==> src/rtl/stopwatch_pkg.sv <==
// ---------------------------------------------------------------------------
// stopwatch_pkg
// Shared widths, lap limit, record layout and BCD unit positions used by the
// stopwatch lap-record path.
// Revision: 1.0 - initial release
// ---------------------------------------------------------------------------
`default_nettype none

package stopwatch_pkg;

  localparam int REC_W   = 32;  // 4 units x 2 BCD digits x 4 bits
  localparam int IDX_W   = 7;   // lap number field, holds 0..99
  localparam int LAP_MAX = 99;  // lap numbering wraps from 99 back to 1

  // Byte position of each BCD unit inside a flattened record
  localparam int HOUR   = 3;
  localparam int MINUTE = 2;
  localparam int SECOND = 1;
  localparam int M_SEC  = 0;

  // Layout of one stored entry: {lap_idx, hour, minute, second, m_sec}
  typedef struct packed {
    logic [IDX_W-1:0] idx;
    logic [7:0]       hour;
    logic [7:0]       minute;
    logic [7:0]       second;
    logic [7:0]       m_sec;
  } lap_rec_t;

  // Extract one BCD unit (two digits) from a flattened record
  function automatic logic [7:0] rec_unit(input logic [REC_W-1:0] rec, input int unit);
    return rec[unit*8 +: 8];
  endfunction

endpackage

`default_nettype wire

==> src/rtl/lap_counter_bcd.sv <==
// ---------------------------------------------------------------------------
// lap_counter_bcd
// Lap number generator: counts 1..LAP_MAX and wraps back to 1. next_idx_o
// is the number the next accepted lap will receive; inc_i commits it.
// Revision: 1.0 - initial release
// ---------------------------------------------------------------------------
`default_nettype none

module lap_counter_bcd #(
  parameter int IDX_W   = stopwatch_pkg::IDX_W,
  parameter int LAP_MAX = stopwatch_pkg::LAP_MAX
) (
  input  logic             clock_i,
  input  logic             reset_i,
  input  logic             clear_i,
  input  logic             inc_i,
  output logic [IDX_W-1:0] next_idx_o
);

  logic [IDX_W-1:0] lap_q;
  logic [IDX_W-1:0] lap_d;

  // Lap 0 means "no lap yet"; after LAP_MAX numbering restarts at 1, not 0
  assign next_idx_o = (lap_q < IDX_W'(LAP_MAX)) ? lap_q + 1'b1 : IDX_W'(1);

  // Next-state: clear wins over an increment in the same cycle
  always_comb begin
    lap_d = lap_q;
    if (clear_i) begin
      lap_d = '0;
    end else if (inc_i) begin
      lap_d = next_idx_o;
    end
  end

  // Lap counter register
  always_ff @(posedge clock_i) begin
    if (reset_i) begin
      lap_q <= '0;
    end else begin
      lap_q <= lap_d;
    end
  end

endmodule

`default_nettype wire

==> src/rtl/lap_record_fifo.sv <==
// ---------------------------------------------------------------------------
// lap_record_fifo
// First-word fall-through buffer of lap timestamps between the stopwatch
// timer and the LCD bridge. Each record is tagged with a lap number.
// Build option: OVERWRITE_OLDEST_EN - when defined, a push into a full
// buffer evicts the oldest entry instead of dropping the new lap.
// Revision: 1.0 - initial release
// ---------------------------------------------------------------------------
`default_nettype none

module lap_record_fifo #(
  parameter int DEPTH = 4,
  parameter int REC_W = stopwatch_pkg::REC_W,
  parameter int IDX_W = stopwatch_pkg::IDX_W
) (
  input  logic                       clock,
  input  logic                       reset,
  input  logic                       push,
  input  logic [REC_W-1:0]           push_data,
  input  logic                       clear,
  input  logic                       out_ready,
  output logic                       out_valid,
  output logic [IDX_W+REC_W-1:0]     out_data,
  output logic [$clog2(DEPTH):0]     count,
  output logic                       full,
  output logic                       empty,
  output logic                       overflow
);

  import stopwatch_pkg::*;

  localparam int PTR_W = $clog2(DEPTH);
  localparam int CNT_W = PTR_W + 1;
  localparam int ENT_W = IDX_W + REC_W;

  logic [ENT_W-1:0] mem_q [DEPTH];
  logic [PTR_W-1:0] wr_ptr_q, wr_ptr_d;
  logic [PTR_W-1:0] rd_ptr_q, rd_ptr_d;
  logic [CNT_W-1:0] count_q, count_d;
  logic             overflow_q, overflow_d;

  logic             pop;
  logic             accept;
  logic             drop_oldest;
  logic             reject;
  logic [IDX_W-1:0] next_idx;

  // Head is visible straight from storage; it only moves on a pop, so it
  // holds steady while the consumer stalls
  assign out_valid = (count_q != '0);
  assign out_data  = mem_q[rd_ptr_q];
  assign count     = count_q;
  assign full      = (count_q == CNT_W'(DEPTH));
  assign empty     = (count_q == '0);
  assign overflow  = overflow_q;

  assign pop = out_valid & out_ready;

`ifdef OVERWRITE_OLDEST_EN
  // Every push is kept; a push into a full buffer without a pop evicts the head
  assign accept      = push;
  assign drop_oldest = push & full & ~pop;
  assign reject      = 1'b0;
`else
  // A pop in the same cycle frees a slot, so a full buffer can still accept
  assign accept      = push & (~full | pop);
  assign drop_oldest = 1'b0;
  assign reject      = push & full & ~pop;
`endif

  lap_counter_bcd #(
    .IDX_W   (IDX_W),
    .LAP_MAX (LAP_MAX)
  ) u_lap_counter (
    .clock_i    (clock),
    .reset_i    (reset),
    .clear_i    (clear),
    .inc_i      (accept),
    .next_idx_o (next_idx)
  );

  // Pointer, occupancy and overflow next-state; clear discards everything
  always_comb begin
    wr_ptr_d   = wr_ptr_q;
    rd_ptr_d   = rd_ptr_q;
    count_d    = count_q;
    overflow_d = overflow_q;
    if (clear) begin
      wr_ptr_d   = '0;
      rd_ptr_d   = '0;
      count_d    = '0;
      overflow_d = 1'b0;
    end else begin
      if (accept) begin
        wr_ptr_d = wr_ptr_q + 1'b1;
      end
      if (pop | drop_oldest) begin
        rd_ptr_d = rd_ptr_q + 1'b1;
      end
      // An eviction is a write plus a discard, so occupancy stays put
      case ({accept & ~drop_oldest, pop})
        2'b10:   count_d = count_q + 1'b1;
        2'b01:   count_d = count_q - 1'b1;
        default: count_d = count_q;
      endcase
      if (reject | drop_oldest) begin
        overflow_d = 1'b1;
      end
    end
  end

  // Control state registers
  always_ff @(posedge clock) begin
    if (reset) begin
      wr_ptr_q   <= '0;
      rd_ptr_q   <= '0;
      count_q    <= '0;
      overflow_q <= 1'b0;
    end else begin
      wr_ptr_q   <= wr_ptr_d;
      rd_ptr_q   <= rd_ptr_d;
      count_q    <= count_d;
      overflow_q <= overflow_d;
    end
  end

  // Record storage; contents are don't-care after reset since count gates them
  always_ff @(posedge clock) begin
    if (accept && !clear && !reset) begin
      mem_q[wr_ptr_q] <= {next_idx, push_data};
    end
  end

endmodule

`default_nettype wire

==> config.mk <==
export PLATFORM = sky130hd
export DESIGN_NAME = lap_record_fifo
export DESIGN_NICKNAME = d
export VERILOG_FILES = /design/src/rtl/stopwatch_pkg.sv /design/src/rtl/lap_counter_bcd.sv /design/src/rtl/lap_record_fifo.sv
export SDC_FILE = /design/constraint.sdc
export NUM_CORES = 1
export LEC_CHECK = 0
export CAP_MARGIN = 20
export CORE_MARGIN = 1.5
export CORE_UTILIZATION = 35
export CTS_CLUSTER_DIAMETER = 40
export CTS_CLUSTER_SIZE = 30
export DETAILED_ROUTE_END_ITERATION = 12
export GPL_TIMING_DRIVEN = 0
export PLACE_DENSITY = 0.65
export SLEW_MARGIN = 5
export SYNTH_ARGS = -nofsm -noshare
export SYNTH_HDL_FRONTEND = slang
export SYNTH_SLANG_ARGS = --single-unit
==> constraint.sdc <==
create_clock -name clock -period 7.8 [get_ports clock]
set_clock_uncertainty 0.15 [all_clocks]
set_input_delay 1.56 -clock clock [delete_from_list [all_inputs] [get_ports clock]]
set_output_delay 1.56 -clock clock [all_outputs]
set_load 0.02 [all_outputs]
### Word-level counts from Yosys, hierarchy flattened

Memories as Yosys holds them, arrays and structs flattened. A register that Yosys moved wholly into a read port is not among the register bits.
Cells that the tools add are included.

| storage, ports and cells | value |
|---|---|
| register bits after elaboration | 15 |
| memory bits (writable) | 156 |
| bits of input ports | 37 |
| output and inout port bits | 46 |
| logic and storage cells | 36 |
| memories kept | 1 |

| operators by class | value |
|---|---|
| add/subtract/negate cells | 5 |
| $lt $le $gt $ge | 1 |
| equality and inequality tests | 3 |
| multiplexer cells | 6 |
| bitwise operators | 7 |
| reductions and logical operators | 8 |

Memories:

| name | words | bits a word | read ports | clocked after Yosys merged registers in | write ports | line | source |
|---|---|---|---|---|---|---|---|
| mem_q | 4 | 39 | 1 | 1 | 1 | lap_record_fifo.sv:36 | `logic [ENT_W-1:0] mem_q [DEPTH];` |

Operator list:

| kind | count |
|---|---|
| $add 7x1->7 const B | 1 |
| $lt 7x7->1 const B | 1 |
| $mux 7 | 1 |
| $pmux 3 s2 | 1 |
| $add 2x1->2 const B | 2 |
| $and 1x1->1 | 4 |
| $mux 2 | 2 |
| $add 3x1->3 const B | 1 |
| $eq 3x3->1 const B | 1 |
| $logic_not 3->1 | 1 |
| $reduce_bool 3->1 | 1 |
| $sub 3x1->3 const B | 1 |
| $eq 2x1->1 const B | 1 |
| $eq 2x2->1 const B | 1 |
| $logic_and 1x1->1 | 2 |
| $logic_not 1->1 | 2 |
| $mux 1 | 2 |
| $not 1->1 | 2 |
| $reduce_bool 2->1 | 1 |
| $reduce_or 2->1 | 1 |
| $or 1x1->1 | 1 |

### Depth between registers and ports, before layout

| depth | value |
|---|---|
| word-level depth | 8 |
| mapped depth | 8 |
| mapped depth without buffers | 8 |

### Cells and area by module

Synthesis repeated with hierarchy kept, for this count alone.

| second synthesis, totals | value |
|---|---|
| cell total of the unflattened synthesis | 331 |
| area total of the unflattened synthesis | 6710.2 µm² |

Modules (own cells, without submodules):

| module | instances | cells each | area each (µm²) | seq. area each (µm²) |
|---|---|---|---|---|
| lap_record_fifo | 1 | 269 | 6223.5 | 4884.7 |
| lap_counter_bcd | 1 | 62 | 486.7 | 140.1 |

### Worst setup path before layout

Ideal clock, no wire load.

| timing | value |
|---|---|
| path type | in2reg |
| start | input port out_ready |
| end | memory mem_q[0][0] (netlist name), enable pin |
| data arrival time | 3.194 ns |
| setup slack | 4.056 ns |
| stages on the path | 5 |
| path buffers | 2 |
| cell sequence | buf_4 -> nand2b_1 -> o21a_1 -> buf_2 -> and3_1 |

| between the ends | value |
|---|---|
| word-level cells in the longest chain between the ends | 7 |

Ends and longest elaborated chain:

| what | line | source |
|---|---|---|
| start, declared | lap_record_fifo.sv:21 | `input logic out_ready,` |
| $and 1x1->1 | lap_record_fifo.sv:57 | `assign pop = out_valid & out_ready;` |
| $or 1x1->1 | lap_record_fifo.sv:66 | `assign accept = push & (~full \| pop);` |
| $and 1x1->1 | lap_record_fifo.sv:66 |  |
| $logic_and 1x1->1 (2 in series) | lap_record_fifo.sv:129 | `if (accept && !clear && !reset) begin` |
| $mux 1 | lap_record_fifo.sv:129 |  |
| $mux 1 (not written as such) | lap_record_fifo.sv:130 | `mem_q[wr_ptr_q] <= {next_idx, push_data};` |
| end, declared | lap_record_fifo.sv:36 |  |

No other way between the ends.

==> results.py <==
metrics = {
    "run_status": {
        "run_status": "completed",
    },
    "grt": {
        "grt_max_degree": 28,
        "first_global_vias": 3566,
        "grt_pass1_wl_um": 19300,
        "overflow": 0,
        "grtUsageTotal_pct": 13.1,
        "antenna_found_initial": 1,
    },
    "synthesis": {
        "syn_inst": 331,
        "syn_nets": 374,
        "yosysUniqueCellTypes": 38,
        "yosys.area.top_type": "edfxtp_1",
        "netlist_area_sq_um": 6630,
        "yosys-top-cells-area": "edfxtp_1 (71%), mux4_2 (13%), dfxtp_1 (5.1%), ha_1 (0.94%), nor2_1 (0.79%)",
        "synth_edf_count": 156,
        "yosysSeqAreaShare_pct": 75.7,
        "synth-main-ff-cell": "edfxtp_1",
        "synth_seq_cells": 173,
        "yosys.area.top_type_share_pct": 70.6,
        "async_flop_share_pct": 0,
        "synth_warnings": 0,
        "syn-mean-instance-area_sq_um": 20.0,
        "ys_top_cells_by_count": "edfxtp_1 (156), mux4_2 (39), dfxtp_1 (17)",
        "synthMostInstantiatedCell": "edfxtp_1",
    },
    "clock_network": {
        "cts_tree": "built",
        "cts_buffers": 17,
        "clockBufferDepth": 2,
        "clkTransAtPathRegs_ps": 70,
        "post_cts_resized": 0,
        "hold_buffers": 0,
        "htreeDepth": 4,
        "clk_latency_ps": 430,
        "postCtsSetupRepairBufs": 0,
        "clock_sinks": 173,
        "cts_root_buf": "clkbuf_16",
    },
    "setup_path": {
        "cp_top_family": "buffers and inverters",
        "critPathSlowestCell": "clkdlybuf4s50_1",
        "critPathArrivalTime_ps": 2660,
        "crit_chain": "clkbuf_1, buf_2, mux4_2, clkdlybuf4s50_1",
        "critical_path.max_stage_delay_ps": 570,
        "cp-start-kind": "flip-flop",
        "crit_type": "flip-flop to output port",
        "required_ps": 6090,
        "end_kind": "output port",
        "path_buf_inv": 3,
        "crit_path_max_fanout": 10,
    },
    "timing": {
        "worst_pin_slew_ps": 696,
        "maxSlewViolCount": 0,
        "min_period_ps": 4370,
        "rsz0062_at_grt": "false",
        "setup_viol": 0,
        "min_period_over_period_pct": 56.1,
        "slew_headroom_pct": 53.6,
        "fmax_mhz": 229,
        "setup_tns_ps": 0,
        "finalHoldViolCount": 0,
    },
    "drt": {
        "avgViaCountPerCell": 4.86,
        "first_pass_iters": 4,
        "wl_per_cell_um": 17.5,
        "wl_um": 12000,
        "num_vias": 3318,
        "drtAntennaViolNets": 0,
        "drtIter0Drc": 223,
        "route.detailed.drc": 0,
    },
    "power_and_ir_drop": {
        "peakVddDrop_mv": 0.151,
        "power_w": 0.00197,
        "p_leak_nw": 2.67,
        "power_per_cell_area_nw_per_um2": 234,
    },
    "cells_and_area": {
        "layout-drive-gt1-share_pct": 20.8,
        "fillers": 1587,
        "area_growth_pct": 27.0,
        "nets": 478,
    },
    "job": {
        "drv_cap": 0,
    },
    "floorplanning": {
        "io_pins": 83,
        "rows": 50,
        "initial_core_util_pct": 35.6,
        "core_sq_um": 18600,
        "fp.dieW_um": 141,
        "die_h_um": 141,
        "die_area_sq_um": 19800,
    },
    "placed_design": {
        "dp_hpwl_um": 7630,
        "portBuffers": 81,
        "gp_congestion": 0.780,
    },
    "worst_hold_path": {
        "min_path_type": "flip-flop to flip-flop",
    },
}
==> path summary, 6_finish.rpt <==
| kind | from | endpoint | slack (ps) | cells past startpoint |
|---|---|---|---|---|
| min | wr_ptr_q[1] | wr_ptr_q[1] | 360 | 2 |
| max | flip-flop | out_data[32] | 3430 | 4 |
| min reg2reg | wr_ptr_q[1] | wr_ptr_q[1] | 360 | 2 |
| max reg2reg | count[2] | count[2] | 5330 | 7 |
==> kinds of logic (layout without fill, tap and decap cells) <==
kind of cell               Yosys count  count (layout)  share of synthesized area (%)
buffers and inverters               24             141                           1.66
DFF                                173             173                           75.7
and+or+nand+nor                     53              53                           4.24
adders and majority gates            6               6                           1.24
AOI/OAI and AO/OA                   28              28                           2.81
muxes                               39              39                           13.2
other                                0               1                              0
xor gates and xnor gates             8               8                           1.06
==> cell type report <==
type	count	area, sq um	area share (%)
clock inverters	15	171	2.04
clock buffers	17	425	5.05
plain buffers	15	76.3	0.906
well taps	234	293	3.48
diodes	1	2.50	0.0297
repair buffers	85	891	10.6
inverters	9	33.8	0.401
multi-input cells	134	1500	17.9
flip-flops and latches	173	5020	59.7
==> metrics by stage <==
step / util [%] / instances / area, sq um / setup WS [ps] / hold slack, ps
after floorplan: - / 331 / 6630 / 4060 / 319
final: 45.2 / 683 / 8420 / 3430 / 356
after global routing: 45.2 / 682 / 8420 / 3250 / 373
after global placement: 41.5 / 646 / 7740 / 2720 / 312
after detailed placement: 42.0 / 650 / 7820 / 3770 / 339
after CTS: 45.2 / 682 / 8420 / 3340 / 356
==> power by group <==
part	internal [W]	leakage [nW]	switching, W
clock network	0.000502	0.278	0.000346
registers	0.00102	1.55	0.00000399
logic	0.0000494	0.835	0.0000467
==> sequential cells by signal, indices dropped and copies added, names as in the netlist, named ones only <==
| name | cells |
|---|---|
| count | 3 |
| mem_q | 156 |
| overflow | 1 |
| rd_ptr_q | 2 |
| u_lap_counter.lap_q | 7 |
| wr_ptr_q | 2 |
==> placed cells by master, fill, tap and decap left out, types with 5 or more instances in the layout <==
cell	instances
mux4_2	39
a21oi_1	7
clkbuf_16	17
xor2_1	6
nand3_1	8
clkbuf_1	5
inv_1	9
nand2_1	8
edfxtp_1	156
nor2_1	14
buf_2	6
dfxtp_1	17
ha_1	5
clkdlybuf4s50_1	81
==> metal layers <==
metal	share of wire, %	up-vias	wire, um	track usage [%]
met5	0	-	0	0
met1	45	1681	5390	16.3
met2	49	81	5860	21.2
met3	4.6	13	548	4.11
li1	-	1543	-	-
met4	1.6	0	187	5.59
==> worst reg2reg max path: cells and delay by family, from the launching register on <==
kind	cells	cell delay, ps
AOI/OAI and AO/OA	2	260
adders and majority gates	1	400
DFF	1	460
and+or+nand+nor	4	1090
Power figures use the tool's default switching activity.
